`src/rtl/dphy_pkg.sv`:
```
// Shared D-PHY definitions: clock-lane FSM state encoding, line-state constants ({Dp,Dn})
// and counter helpers used by the TX sequencer and the RX monitor FSMs.
package dphy_pkg;

    localparam int CNT_W = 16;
    typedef logic [CNT_W-1:0] cnt_t;

    localparam logic [1:0] LP11 = 2'b11;
    localparam logic [1:0] LP10 = 2'b10;
    localparam logic [1:0] LP01 = 2'b01;
    localparam logic [1:0] LP00 = 2'b00;
    localparam logic [1:0] HS0  = 2'b01;
    localparam logic [1:0] HS1  = 2'b10;

    typedef enum logic [3:0] {
        ST_STOP,
        ST_HS_RQST,
        ST_HS_PREP,
        ST_HS_ZERO,
        ST_HS_CLK,
        ST_HS_TRAIL,
        ST_HS_EXIT
`ifdef TX_CLK_ULPS_EN
        ,
        ST_ULPS_RQST,
        ST_ULPS,
        ST_ULPS_EXIT
`endif
    } tx_clk_state_e;

    // A state lasting N cycles is loaded with N-1 and leaves on the edge where it reads zero.
    function automatic cnt_t f_cnt_init(input int unsigned cycles);
        return cnt_t'(cycles - 1);
    endfunction

endpackage

```
`src/rtl/dphy_tx_timer.sv`:
```
// 16-bit loadable down-counter for D-PHY state timing; load wins over decrement,
// and the count holds at zero rather than wrapping.
module dphy_tx_timer
    import dphy_pkg::*;
(
    input  logic clk,
    input  logic rst,
    input  logic i_load,
    input  cnt_t i_load_val,
    input  logic i_dec,
    output cnt_t o_value,
    output logic o_expired
);

    cnt_t r_cnt;

    always_ff @(posedge clk or posedge rst) begin
        if (rst) begin
            r_cnt <= '0;
        end else if (i_load) begin
            r_cnt <= i_load_val;
        end else if (i_dec && (r_cnt != '0)) begin
            r_cnt <= r_cnt - 1'b1;
        end
    end

    assign o_value   = r_cnt;
    assign o_expired = (r_cnt == '0);

endmodule

```
`src/rtl/tx_hs_clk_fsm.sv`:
```
// Transmit-side D-PHY clock-lane sequencer: LP-11 stop, HS request/prepare/zero, HS clock,
// trail and exit. Optional ULPS entry/exit states are built when TX_CLK_ULPS_EN is defined.
module tx_hs_clk_fsm
    import dphy_pkg::*;
#(
    parameter int unsigned T_LPX    = 4,
    parameter int unsigned T_PREP   = 3,
    parameter int unsigned T_ZERO   = 8,
    parameter int unsigned T_POST   = 6,
    parameter int unsigned T_TRAIL  = 5,
    parameter int unsigned T_HSEXIT = 4
`ifdef TX_CLK_ULPS_EN
    ,
    parameter int unsigned T_WAKEUP = 20
`endif
) (
    input  logic clk,
    input  logic rst,
    input  logic hs_req,
    input  logic ulps_req,
    output logic CLKDp,
    output logic CLKDn,
    output logic hs_active,
    output logic ulps_active,
    output logic busy
);

    tx_clk_state_e r_state;
    tx_clk_state_e w_next;
    logic          r_dp;
    logic          r_dn;
    logic          r_hs_active;
    logic          r_ulps_active;
    logic          r_busy;

    logic          w_load;
    cnt_t          w_load_val;
    logic          w_dec;
    logic          w_expired;
    cnt_t          w_unused_cnt_value;
    logic [1:0]    w_line;
    logic          w_hs_active;
    logic          w_ulps_active;

`ifndef TX_CLK_ULPS_EN
    logic w_unused_ulps_req;
    assign w_unused_ulps_req = ulps_req;
`endif

    dphy_tx_timer u_timer (
        .clk        (clk),
        .rst        (rst),
        .i_load     (w_load),
        .i_load_val (w_load_val),
        .i_dec      (w_dec),
        .o_value    (w_unused_cnt_value),
        .o_expired  (w_expired)
    );

    always_comb begin
        w_next     = r_state;
        w_load     = 1'b0;
        w_load_val = '0;
        w_dec      = 1'b0;
        case (r_state)
            ST_STOP: begin
                if (hs_req) begin
                    w_next = ST_HS_RQST;
                end
`ifdef TX_CLK_ULPS_EN
                else if (ulps_req) begin
                    w_next = ST_ULPS_RQST;
                end
`endif
            end
            ST_HS_RQST: begin
                w_dec = 1'b1;
                if (w_expired) w_next = ST_HS_PREP;
            end
            ST_HS_PREP: begin
                w_dec = 1'b1;
                if (w_expired) w_next = ST_HS_ZERO;
            end
            ST_HS_ZERO: begin
                w_dec = 1'b1;
                if (w_expired) w_next = ST_HS_CLK;
            end
            // Post window restarts while hs_req is held; leave only after a high half-cycle.
            ST_HS_CLK: begin
                if (hs_req) begin
                    w_load     = 1'b1;
                    w_load_val = f_cnt_init(T_POST);
                end else if (w_expired && r_dp) begin
                    w_next = ST_HS_TRAIL;
                end else begin
                    w_dec = 1'b1;
                end
            end
            ST_HS_TRAIL: begin
                w_dec = 1'b1;
                if (w_expired) w_next = ST_HS_EXIT;
            end
            ST_HS_EXIT: begin
                w_dec = 1'b1;
                if (w_expired) w_next = ST_STOP;
            end
`ifdef TX_CLK_ULPS_EN
            ST_ULPS_RQST: begin
                w_dec = 1'b1;
                if (w_expired) w_next = ST_ULPS;
            end
            ST_ULPS: begin
                if (!ulps_req) w_next = ST_ULPS_EXIT;
            end
            ST_ULPS_EXIT: begin
                w_dec = 1'b1;
                if (w_expired) w_next = ST_STOP;
            end
`endif
            default: w_next = ST_STOP;
        endcase

        if (w_next != r_state) begin
            w_load = 1'b1;
            case (w_next)
                ST_HS_RQST:   w_load_val = f_cnt_init(T_LPX);
                ST_HS_PREP:   w_load_val = f_cnt_init(T_PREP);
                ST_HS_ZERO:   w_load_val = f_cnt_init(T_ZERO);
                ST_HS_CLK:    w_load_val = f_cnt_init(T_POST);
                ST_HS_TRAIL:  w_load_val = f_cnt_init(T_TRAIL);
                ST_HS_EXIT:   w_load_val = f_cnt_init(T_HSEXIT);
`ifdef TX_CLK_ULPS_EN
                ST_ULPS_RQST: w_load_val = f_cnt_init(T_LPX);
                ST_ULPS_EXIT: w_load_val = f_cnt_init(T_WAKEUP);
`endif
                default:      w_load_val = '0;
            endcase
        end
    end

    // Line state is decoded from the next state so it is registered alongside it.
    always_comb begin
        w_line        = LP11;
        w_hs_active   = 1'b0;
        w_ulps_active = 1'b0;
        case (w_next)
            ST_STOP:      w_line = LP11;
            ST_HS_RQST:   w_line = LP01;
            ST_HS_PREP:   w_line = LP00;
            ST_HS_ZERO:   w_line = HS0;
            ST_HS_CLK: begin
                w_hs_active = 1'b1;
                w_line      = (r_state == ST_HS_CLK) ? {~r_dp, r_dp} : HS1;
            end
            ST_HS_TRAIL:  w_line = HS0;
            ST_HS_EXIT:   w_line = LP11;
`ifdef TX_CLK_ULPS_EN
            ST_ULPS_RQST: w_line = LP10;
            ST_ULPS: begin
                w_line        = LP00;
                w_ulps_active = 1'b1;
            end
            ST_ULPS_EXIT: w_line = LP10;
`endif
            default:      w_line = LP11;
        endcase
    end

    always_ff @(posedge clk or posedge rst) begin
        if (rst) begin
            r_state       <= ST_STOP;
            r_dp          <= 1'b1;
            r_dn          <= 1'b1;
            r_hs_active   <= 1'b0;
            r_ulps_active <= 1'b0;
            r_busy        <= 1'b0;
        end else begin
            r_state       <= w_next;
            r_dp          <= w_line[1];
            r_dn          <= w_line[0];
            r_hs_active   <= w_hs_active;
            r_ulps_active <= w_ulps_active;
            r_busy        <= (w_next != ST_STOP);
        end
    end

    assign CLKDp       = r_dp;
    assign CLKDn       = r_dn;
    assign hs_active   = r_hs_active;
    assign ulps_active = r_ulps_active;
    assign busy        = r_busy;

endmodule
```
`config.mk`:
```
export PLATFORM = sky130hd
export DESIGN_NAME = tx_hs_clk_fsm
export DESIGN_NICKNAME = d
export VERILOG_FILES = /design/src/rtl/dphy_pkg.sv /design/src/rtl/dphy_tx_timer.sv /design/src/rtl/tx_hs_clk_fsm.sv
export SDC_FILE = /design/constraint.sdc
export NUM_CORES = 1
export LEC_CHECK = 0
export CORE_ASPECT_RATIO = 0.5
export CORE_MARGIN = 5
export CORE_UTILIZATION = 30
export DETAILED_ROUTE_END_ITERATION = 10
export GPL_ROUTABILITY_DRIVEN = 0
export PLACE_DENSITY_LB_ADDON = 0.12
export SLEW_MARGIN = 20
export SYNTH_ARGS = -nofsm -noshare
export SYNTH_HDL_FRONTEND = slang
export SYNTH_SLANG_ARGS = --single-unit
```
`constraint.sdc`:
```
create_clock -name clk -period 4.04 [get_ports clk]
set_input_delay 0.808 -clock clk [delete_from_list [all_inputs] [get_ports clk]]
set_output_delay 0.808 -clock clk [all_outputs]
set_load 0.01 [all_outputs]
```
==> flow_summary.yaml <==
sta:
  skew_ns: 0.00250
  worst_pin_slew_ns: 0.753
  finalSetupTns_ns: 0
  hold_violations: 0
  rsz0062_at_grt: "no"
  maxSlewViolCount: 0
  max_freq_mhz: 387
  finalCritPeriodShare_pct: 63.9
  finalCriticalPeriod_ns: 2.58
  relSlewSlack_pct: 49.5
  setup_viol: 0
cts:
  insertion_delay_ns: 0.27
  clkSinkCount: 24
  cts-root-buf: "clkbuf_8"
  cts.clk_slew.worst_paths_ns: 0.09
  post-cts-setup-buffers: 0
  clockBufferDepth: 2
  cts_htree_levels: 1
  cts_tree: "done"
  hold_buffers: 0
  ctsResizeCount: 0
  numCtsBuffers: 3
cells_and_area:
  area_growth_pct: 11.0
  fin_util_pct: 34.1
  antenna_cells: 0
  seq_area_sq_um: 603
  multi_input_area_sq_um: 803
  nets: 166
  n_fill_cell: 519
  drive_gt1_share_pct: 14.4
synth:
  synthFlopType: "dfrtp_1"
  yosys_warnings: 0
  async_reset_ff_share_pct: 100
  synth_cell_types: 52
  ys_ff_latch: 24
  synth_edf_count: 0
  syn_inst: 156
  synth_area_per_cell_sq_um: 9.58
  synth_area_sq_um: 1490
  yosysSeqAreaShare_pct: 40.4
global_routing:
  grt_usage_pct: 10.9
  gr-total-overflow: 0
  antenna_found_initial: 0
  grt_pass1_vias: 1090
  grt_start_max_net_pins: 25
  grt_pass1_wl_um: 5480
worst_setup_path:
  crit_family: "simple AND/OR/NAND/NOR gates"
  reg2regPathDepth: 8
  cp_slowest_stage_delay_ns: 0.41
  crit_fanout: 8
  crit_type: "reg2reg"
  path_cells: "inv_1, ha_1, nor4b_2, and4_4, mux2i_2, nor3_1, o41ai_1, a22o_1"
  cp.required_ns: 4.25
  arrival_ns: 2.80
  worst-path-stages: 8
  cp-end-kind: "register"
  start_kind: "register"
  cp_slowest_cell: "dfrtp_1"
  worst-path-buf-inv: 1
placement:
  io_buffers: 6
  place_hpwl_um: 2090
floorplan:
  die_h_um: 59.9
  die_area_sq_um: 6580
  rows: 18
  pin_count: 9
  die_x_um: 110
  core_sq_um: 4860
  start_util_pct: 30.7
power_and_ir_drop:
  p_switching_mw: 0.364
  combPwrFrac_pct: 42.6
  switching_share_pct: 39.8
  internal-power_mw: 0.550
  power_per_cell_area_nw_per_um2: 551
  p_leak_nw: 0.695
  ir_drop_v: 0.000156
  p_seq_share_pct: 39.0
  p_clk_share_pct: 18.4
min_path:
  hold_path_class: "reg2reg"
  whs_path_depth: 2
run_status:
  status: "finished, final reports clean"
route:
  first_pass_iters: 4
  ant_nets: 0
  drtIter0Drc: 38
  vias: 1110
  wl_um: 3080
  wl_per_cell_um: 13.4
  via_per_inst: 4.83
  drcViolationCount: 0
run:
  cap_violations: 0
power by group through the flow:
| stage | sequential (mW) | clock, mW | combinational [mW] |
|---|---|---|---|
| 2_1_floorplan | 0.340 | 0 | 0.337 |
| 4_1_cts | 0.353 | 0.180 | 0.391 |
| 6_report | 0.356 | 0.169 | 0.389 |
| 3_5_place_dp | 0.356 | 0 | 0.391 |
| 5_1_grt | 0.366 | 0.187 | 0.443 |
| 3_3_place_gp | 0.358 | 0 | 0.390 |
final cells by class:
cell class	instances	area share, %
multi-input cells	115	48.5
flip-flops and latches	24	36.4
well taps	70	5.28
repair buffers	8	4.53
clock buffers	4	3.32
inverters	9	2.04
logic make-up after synthesis:
| family | synth area share [%] |
|---|---|
| buffers and inverters | 6.53 |
| adder cells (fa/ha/maj) | 0.837 |
| other | 0.251 |
| AND/OR/NAND/NOR | 29.2 |
| flip-flops | 40.4 |
| XOR/XNOR | 7.62 |
| multiplexers | 1.59 |
| AO/OA/AOI/OAI | 13.6 |
state kept, by name, summed over array words and instances (netlist names):
signal           flops
CLKDp                1
hs_active            1
busy                 1
r_state              4
CLKDn                1
u_timer.o_value     16
cell usage after synthesis (all sizes together), types with 2 or more instances:
master	instances	share of area (%)
nor2	22	6.0
and4	2	1.3
a21o	2	1.0
dfstp	2	3.5
a41oi	2	1.7
nor4	4	4.1
nand4	2	0.84
nor2b	4	1.7
a21oi	6	2.0
nor4b	4	2.8
nand3	6	2.0
buf	6	3.5
mux2i	2	1.6
nand2	9	2.3
nand4b	3	1.8
nor3	7	2.7
inv	9	2.3
xor2	10	5.9
o21ai	6	2.3
or3	3	1.3
a21boi	2	1.3
clkbuf	3	0.75
xnor2	3	1.8
dfrtp	22	37
through the flow:
step	setup slack, ns	std cells	area, sq um	hold slack [ns]	power [mW]
2_1_floorplan	1.76	157	1500	0.525	0.677
3_3_place_gp	1.17	226	1600	0.553	0.747
3_5_place_dp	1.15	226	1600	0.553	0.747
4_1_cts	1.44	230	1650	0.568	0.924
5_1_grt	1.19	230	1660	0.603	0.996
6_report	1.46	230	1660	0.573	0.914
cell usage in the layout (no fill, tap or decap), types with 4 or more instances in the layout:
cell / instances
o21ai_0: 4
dfrtp_1: 22
clkbuf_8: 4
nand3_1: 6
a21oi_1: 6
nor3_1: 6
nor2_1: 21
nand2_1: 9
clkdlybuf4s50_1: 6
nor2b_1: 4
xor2_1: 10
inv_1: 8
final timing paths:
kind / start / to / slack (ns)
worst max-delay path: u_timer.o_value[0] / u_timer.o_value[2] / 1.46
worst min-delay path: u_timer.o_value[7] / u_timer.o_value[7] / 0.57
worst max register to register: u_timer.o_value[0] / u_timer.o_value[2] / 1.46
worst min register to register: u_timer.o_value[7] / u_timer.o_value[7] / 0.57
max in group asynchronous: rst / CLKDp / 2.79
min in group asynchronous: rst / r_state[0] / 0.88
metal layers:
| metal | vias up | track usage, % | part of all wire, % |
|---|---|---|---|
| met5 | - | 0 | 0 |
| met4 | 0 | 1.60 | 0.78 |
| met3 | 2 | 3.45 | 3.5 |
| met2 | 16 | 17.2 | 45 |
| met1 | 533 | 14.9 | 50 |
| li1 | 559 | - | - |
tightest hold or removal path, stage by stage (launching register included):
cell and delay [ns]:
dfrtp_1 0.39, xor2_1 0.08, nor2_1 0.07
Power figures use the tool's default switching activity.
